## src/rtl/bf_pkg.sv

```systemverilog
// Shared width and tree-geometry helpers for the beam_former weighted-sum datapath.
package bf_pkg;

   function automatic int unsigned clog2(input int unsigned n);
      int unsigned r;
      r = 0;
      while ((32'd1 << r) < n) begin
         r++;
      end
      return r;
   endfunction

   function automatic int unsigned tree_depth(input int unsigned nch);
      return clog2(nch);
   endfunction

   function automatic int unsigned out_width(input int unsigned iw, input int unsigned cw,
                                             input int unsigned nch);
      return iw + cw + clog2(nch);
   endfunction

   // Number of operands alive at a given tree level (level 0 is the tree input).
   function automatic int unsigned level_count(input int unsigned n, input int unsigned lvl);
      return (n + (32'd1 << lvl) - 1) >> lvl;
   endfunction

endpackage

```

## src/rtl/bf_adder_tree.sv

```systemverilog
// Pipelined signed binary adder tree: one registered level per halving, odd operands
// pass through sign-extended so every path has the same latency.
module bf_adder_tree import bf_pkg::*; #(
   parameter int unsigned N = 4,
   parameter int unsigned W = 30
) (
   input  logic                     clk,
   input  logic                     resetn,
   input  logic                     ena,
   input  logic [N*W-1:0]           operands,
   output logic [W+clog2(N)-1:0]    sum
);

   localparam int unsigned Depth = tree_depth(N);

   for (genvar l = 0; l <= Depth; l++) begin : g_lvl
      localparam int unsigned Cnt = level_count(N, l);
      localparam int unsigned Wid = W + l;

      logic [Cnt*Wid-1:0] vals;

      if (l == 0) begin : g_in
         assign vals = operands;
      end else begin : g_reg
         localparam int unsigned PCnt = level_count(N, l - 1);
         localparam int unsigned PWid = Wid - 1;

         logic [PCnt*PWid-1:0] prev;
         logic [Cnt*Wid-1:0]   vals_d;

         assign prev = g_lvl[l-1].vals;

         always_comb begin
            vals_d = '0;
            for (int unsigned j = 0; j < Cnt; j++) begin
               if (2 * j + 1 < PCnt) begin
                  vals_d[j*Wid +: Wid] =
                     {prev[(2*j+1)*PWid-1], prev[2*j*PWid +: PWid]} +
                     {prev[(2*j+2)*PWid-1], prev[(2*j+1)*PWid +: PWid]};
               end else begin
                  vals_d[j*Wid +: Wid] = {prev[(2*j+1)*PWid-1], prev[2*j*PWid +: PWid]};
               end
            end
         end

         always_ff @(posedge clk) begin
            if (!resetn) begin
               vals <= '0;
            end else if (ena) begin
               vals <= vals_d;
            end
         end
      end
   end

   assign sum = g_lvl[Depth].vals;

endmodule

```

## src/rtl/beam_former.sv

```systemverilog
// CRPA weighted-sum beamformer: registered per-channel products feeding a pipelined
// adder tree; full precision, one result per enabled clock.
module beam_former import bf_pkg::*; #(
   parameter int unsigned NCH         = 4,
   parameter int unsigned input_width = 14,
   parameter int unsigned coeff_width = 16
) (
   input  logic                                                     clk,
   input  logic                                                     resetn,
   input  logic                                                     ena,
   input  logic [NCH*input_width-1:0]                               data_in,
   input  logic [NCH*coeff_width-1:0]                               coeff,
   output logic signed [out_width(input_width, coeff_width, NCH)-1:0] data_out
);

   localparam int unsigned ProdW = input_width + coeff_width;
   localparam int unsigned OutW  = out_width(input_width, coeff_width, NCH);

   logic [NCH*ProdW-1:0] prod_flat;
   logic [OutW-1:0]      tree_sum;

   for (genvar i = 0; i < NCH; i++) begin : g_mul
      logic signed [ProdW-1:0] d;
      logic signed [ProdW-1:0] c;
      logic signed [ProdW-1:0] p;
      logic        [ProdW-1:0] prod_q;

      // Both operands widened to the product width, so the truncated product is exact.
      assign d = {{coeff_width{data_in[(i+1)*input_width-1]}},
                  data_in[i*input_width +: input_width]};
      assign c = {{input_width{coeff[(i+1)*coeff_width-1]}},
                  coeff[i*coeff_width +: coeff_width]};
      assign p = d * c;

      always_ff @(posedge clk) begin
         if (!resetn) begin
            prod_q <= '0;
         end else if (ena) begin
            prod_q <= p;
         end
      end

      assign prod_flat[i*ProdW +: ProdW] = prod_q;
   end

   bf_adder_tree #(
      .N (NCH),
      .W (ProdW)
   ) u_tree (
      .clk      (clk),
      .resetn   (resetn),
      .ena      (ena),
      .operands (prod_flat),
      .sum      (tree_sum)
   );

   assign data_out = tree_sum;

endmodule

```

## config.mk

```make
export PLATFORM = sky130hd
export DESIGN_NAME = beam_former
export DESIGN_NICKNAME = d
export VERILOG_FILES = /design/src/rtl/bf_pkg.sv /design/src/rtl/bf_adder_tree.sv /design/src/rtl/beam_former.sv
export SDC_FILE = /design/constraint.sdc
export NUM_CORES = 2
export LEC_CHECK = 0
export CORE_MARGIN = 5
export CORE_UTILIZATION = 40
export DETAILED_ROUTE_END_ITERATION = 8
export GPL_TIMING_DRIVEN = 0
export SYNTH_ARGS = -nofsm -noshare
export SYNTH_HDL_FRONTEND = slang
export SYNTH_SLANG_ARGS = --single-unit
export TNS_END_PERCENT = 1
```

## constraint.sdc

```tcl
create_clock -name clk -period 8.6 [get_ports clk]
set_clock_uncertainty 0.15 [all_clocks]
set_input_delay 1.29 -clock clk [delete_from_list [all_inputs] [get_ports clk]]
set_output_delay 1.29 -clock clk [all_outputs]
set_load 0.02 [all_outputs]
```

# == Word-level counts from Yosys, hierarchy flattened ==
# Index checks and enable logic that the tools add are counted.
# Widths: inputs -> output; s select.
# op_classes
add_sub_neg,3
multipliers,4
# ops
cell,count
$mul 14x16->30,4
$add 30x30->31,2
$add 31x31->32,1
# word_totals
regBits,214
input_bits,123
output_inout_bits,32

# == Depth between registers and ports, before layout ==
# logic_depth
word_depth,1
ltp_mapped,25

# == Cells and area by module ==
# Synthesis repeated with hierarchy kept, for this count alone.
# hier_totals
hier_cells,5094
hier_area_um2,45467.4
# modules_own_cells
module,instances,cells_each,area_each_um2,seq_area_each_um2
beam_former,1,4142,37596.1,2402.3
bf_adder_tree,1,952,7871.3,1881.8

# == Worst setup path after synthesis ==
# Ideal clock, no wire load.
# synth_timing
path_type,input-to-reg
from,input port coeff[63]
to,register g_mul[3].prod_q[28]
t_arrival_ns,6.790
required_ns,8.311
path_slack_ns,1.521
cell_stages,22
cell_sequence,clkbuf_1 > nand2_1 > fa_1 > fa_1 > inv_1 > fa_1 > fa_1 > fa_1 > inv_1 > fa_1 > inv_1 > ha_1 > a21o_1 > a21oi_1 > o21ai_0 > o31ai_1 > a211oi_1 > o21ai_1 > nand2b_1 > a21oi_1 > mux2i_1 > a211oi_1
# synth_via
elab_chain_len,1
# synth_rtl
element,line_no,source
start: declaration,beam_former.sv:12,"input logic [NCH*coeff_width-1:0] coeff,"
$mul 14x16->30,beam_former.sv:33,assign p = d * c;
end signal: assignment,beam_former.sv:39,prod_q <= p;
end: declaration,beam_former.sv:26,logic [ProdW-1:0] prod_q;
# No other way between the ends.
# A chain may end at the register's enable or synchronous reset.

# == Worst setup path in the final report ==
# layout_timing
from,input port data_in[19]
to,register g_mul[1].prod_q[29]
# layout_via
elab_chain_len,1
# layout_rtl
element,line_no,source
start: declaration,beam_former.sv:11,"input logic [NCH*input_width-1:0] data_in,"
$mul 14x16->30,beam_former.sv:33,
end signal: assignment,beam_former.sv:39,
end: declaration,beam_former.sv:26,
# No other way between the ends.

==> impl_results.md <==
* CP cell instances: clkdlybuf4s50_1, clkbuf_1, nand2_1, fa_1, fa_1, fa_1, inv_1, fa_1, fa_1, inv_1, fa_1, inv_1, ha_1, a211o_1, o311ai_1, a31oi_1, o2111ai_1, a21boi_1, o41a_1, xnor2_1, a21oi_1
* GRT Util Overall at 20.4%
* Final period utilization at 94.5%
* Filler cells at 11200
* Clock sinks at 214
* Layout cells sized above 1 at 1.86%
* Clk Latency, worst-skew pair at 0.54 ns
* Nets at 6570
* Drt wl/cell at 18.1 microns
* RSZ-0062 raised after global routing: false
* Count leader, synth: inv_1
* Post-synth EDFFs at 0
* Share of flip-flops with an asynchronous set or reset at 0%
* First-pass GRT wire length at 194 mm
* Slew headroom at 17.0%
* Worst-Margin Slew at 1.24 ns
* Tmin final at 8.12 ns
* Sequential area share after synthesis at 9.53%
* Endpoints failing setup at 0
* Outcome: finished clean
* Max Slew Vio Count at 0
* Syn Inst Count at 5016
* Fmax at 123 MHz
* Post_cts resized at 0
* Core area at 0.112 sq mm
* Cell taking the most area after synthesis: fa_1
* DR vias at 33900
* Max FO, Critical Path at 10
* Final hold vios at 0
* YS warnings at 0
* Seq cells post-synth at 214
* Clock transition at path regs at 0.07 ns
* Die height at 345 microns
* Critical Path RT at 8.85 ns
* MaxCap Viol Count at 0
* Initial cell density of the core at 40.1%
* H-Tree Depth at 1
* I/O Pins at 155
* Crit end category: register
* Die area at 0.119 sq mm
* Clock root cell: clkbuf_16
* Post-synth cell types at 86
* Largest net degree at the start of global routing at 17
* Commonest cells in the netlist: 1028 x inv_1, 879 x fa_1, 483 x nand2_1
* Num CTS Buffers at 22
* CP Class: primary input to register
* CTS tree: yes
* Rows at 123
* Ys flop type: dfxtp_1
* Via density at 5.05
* Hold_ws at 0.307 ns
* Layout area overhead at 9.37%
* I/O Buffers at 153
* Startpoint Class: primary input
* GPL Wtd Cong at 0.911
* Antenna Violating Nets Remaining at 0
* Vias in the first global route at 35400
* Initial antenna violation count at 2
* Drt total wl at 122 mm
* HPWL after DPL at 104 mm
* Pre-antenna DRT Iters at 5
* CP Data Arrival Time at 8.38 ns
* Most frequent CP cell: fa_1
* Postcts setup bufs at 0
* Mapped cell area at 0.0450 sq mm
* Syn_nets at 6393
* CP max stage cell: clkdlybuf4s50_1
* # hold bufs at CTS at 0
* Hold Crit Class: register to register
* Die width at 345 microns
* DR iter-0 viols at 1768
* Mean Syn Cell Area at 8.96 sq um
* Share of the synthesized area in the top cell type at 39.1%
* # DRC at 0
* Finished Core Util at 43.9%
* CP peak stage delay at 0.76 ns
* Synth top area cells: fa_1 39%, ha_1 10%, dfxtp_1 9.5%, inv_1 8.6%, and2_1 6.6%
* CTS Buffer Depth at 3
* Grt ovf at 0
-- stage by stage --
step           worst slack (ns)  cells  area, sq um  TNS, ns
2_1_floorplan              1.52   5016        45000        0
3_3_place_gp            -0.0322   6669        48400  -0.0322
3_5_place_dp             -0.125   6669        48400   -0.201
4_1_cts                   0.436   6709        49200        0
5_1_grt                  0.0752   6709        49200        0
6_report                  0.475   6711        49200        0
-- area by class of cell --
cell class | instances | area (sq um) | share of cell area, %
Buffer | 177 | 667 | 1.36
Timing Repair Buffer | 153 | 1530 | 3.11
Clock inverter | 16 | 210 | 0.427
Inverter | 1029 | 3860 | 7.85
Antenna cell | 2 | 5.00 | 0.0102
Sequential cell | 214 | 4280 | 8.71
Clock buffer | 24 | 589 | 1.20
Multi-Input combinational cell | 3596 | 36200 | 73.5
Tap cell | 1500 | 1880 | 3.82
-- worst max-delay path, delay by kind of cell --
kind	cells	cell delay, ns
buffers and inverters	5	1.38
AOI/OAI and AO/OA	7	1.88
xor gates and xnor gates	1	0.29
and+or+nand+nor	1	0.15
adders and majority gates	7	3.36
-- registers in the layout, summed over array words and instances, names as in the netlist --
signal and count:
u_tree.sum 32, u_tree.g_lvl.vals 62, g_mul.prod_q 120
-- routing by layer --
layer  vias up  wire length [microns]  track usage, %
li1      15800                      -               -
met2       770                  60700            36.1
met5         -                      0               0
met1     17200                  51600            26.9
met3       194                   5540            1.99
met4         0                   3910            5.33
-- cells in the final DEF (no fill, tap or decap), drive strengths merged, types with 103 or more instances in the layout --
cell and n:
inv 1030, fa 879, nand2 483, and2 477
ha 375, nor2 287, dfxtp 214, clkbuf 183
a21oi 174, clkdlybuf4s50 153, xnor2 143, o21ai 131
mux2i 103
-- worst paths after layout --
| check | start | end | slack, ns | cells past startpoint |
|---|---|---|---|---|
| worst max-delay path | data_in[19] | g_mul[1].prod_q[29] | 0.48 | 21 |
| worst min-delay path | g_mul[0].prod_q[28] | g_mul[0].prod_q[28] | 0.31 | 2 |
| worst max register to register | g_mul[0].prod_q[1] | u_tree.g_lvl[1].vals[30] | 5.26 | 12 |
| worst min register to register | g_mul[0].prod_q[28] | g_mul[0].prod_q[28] | 0.31 | 2 |
-- cell families after synthesis --
group | after synthesis | share of synthesized area [%]
and+or+nand+nor | 1440 | 15.7
adders and majority gates | 1254 | 49.6
buffers and inverters | 1206 | 10.1
AOI/OAI and AO/OA | 601 | 8.98
DFF | 214 | 9.53
xor gates and xnor gates | 197 | 3.84
muxes | 104 | 2.32
Power is not shown: default switching activity piles up to over one toggle a cycle in this logic, so the estimate is an artifact.
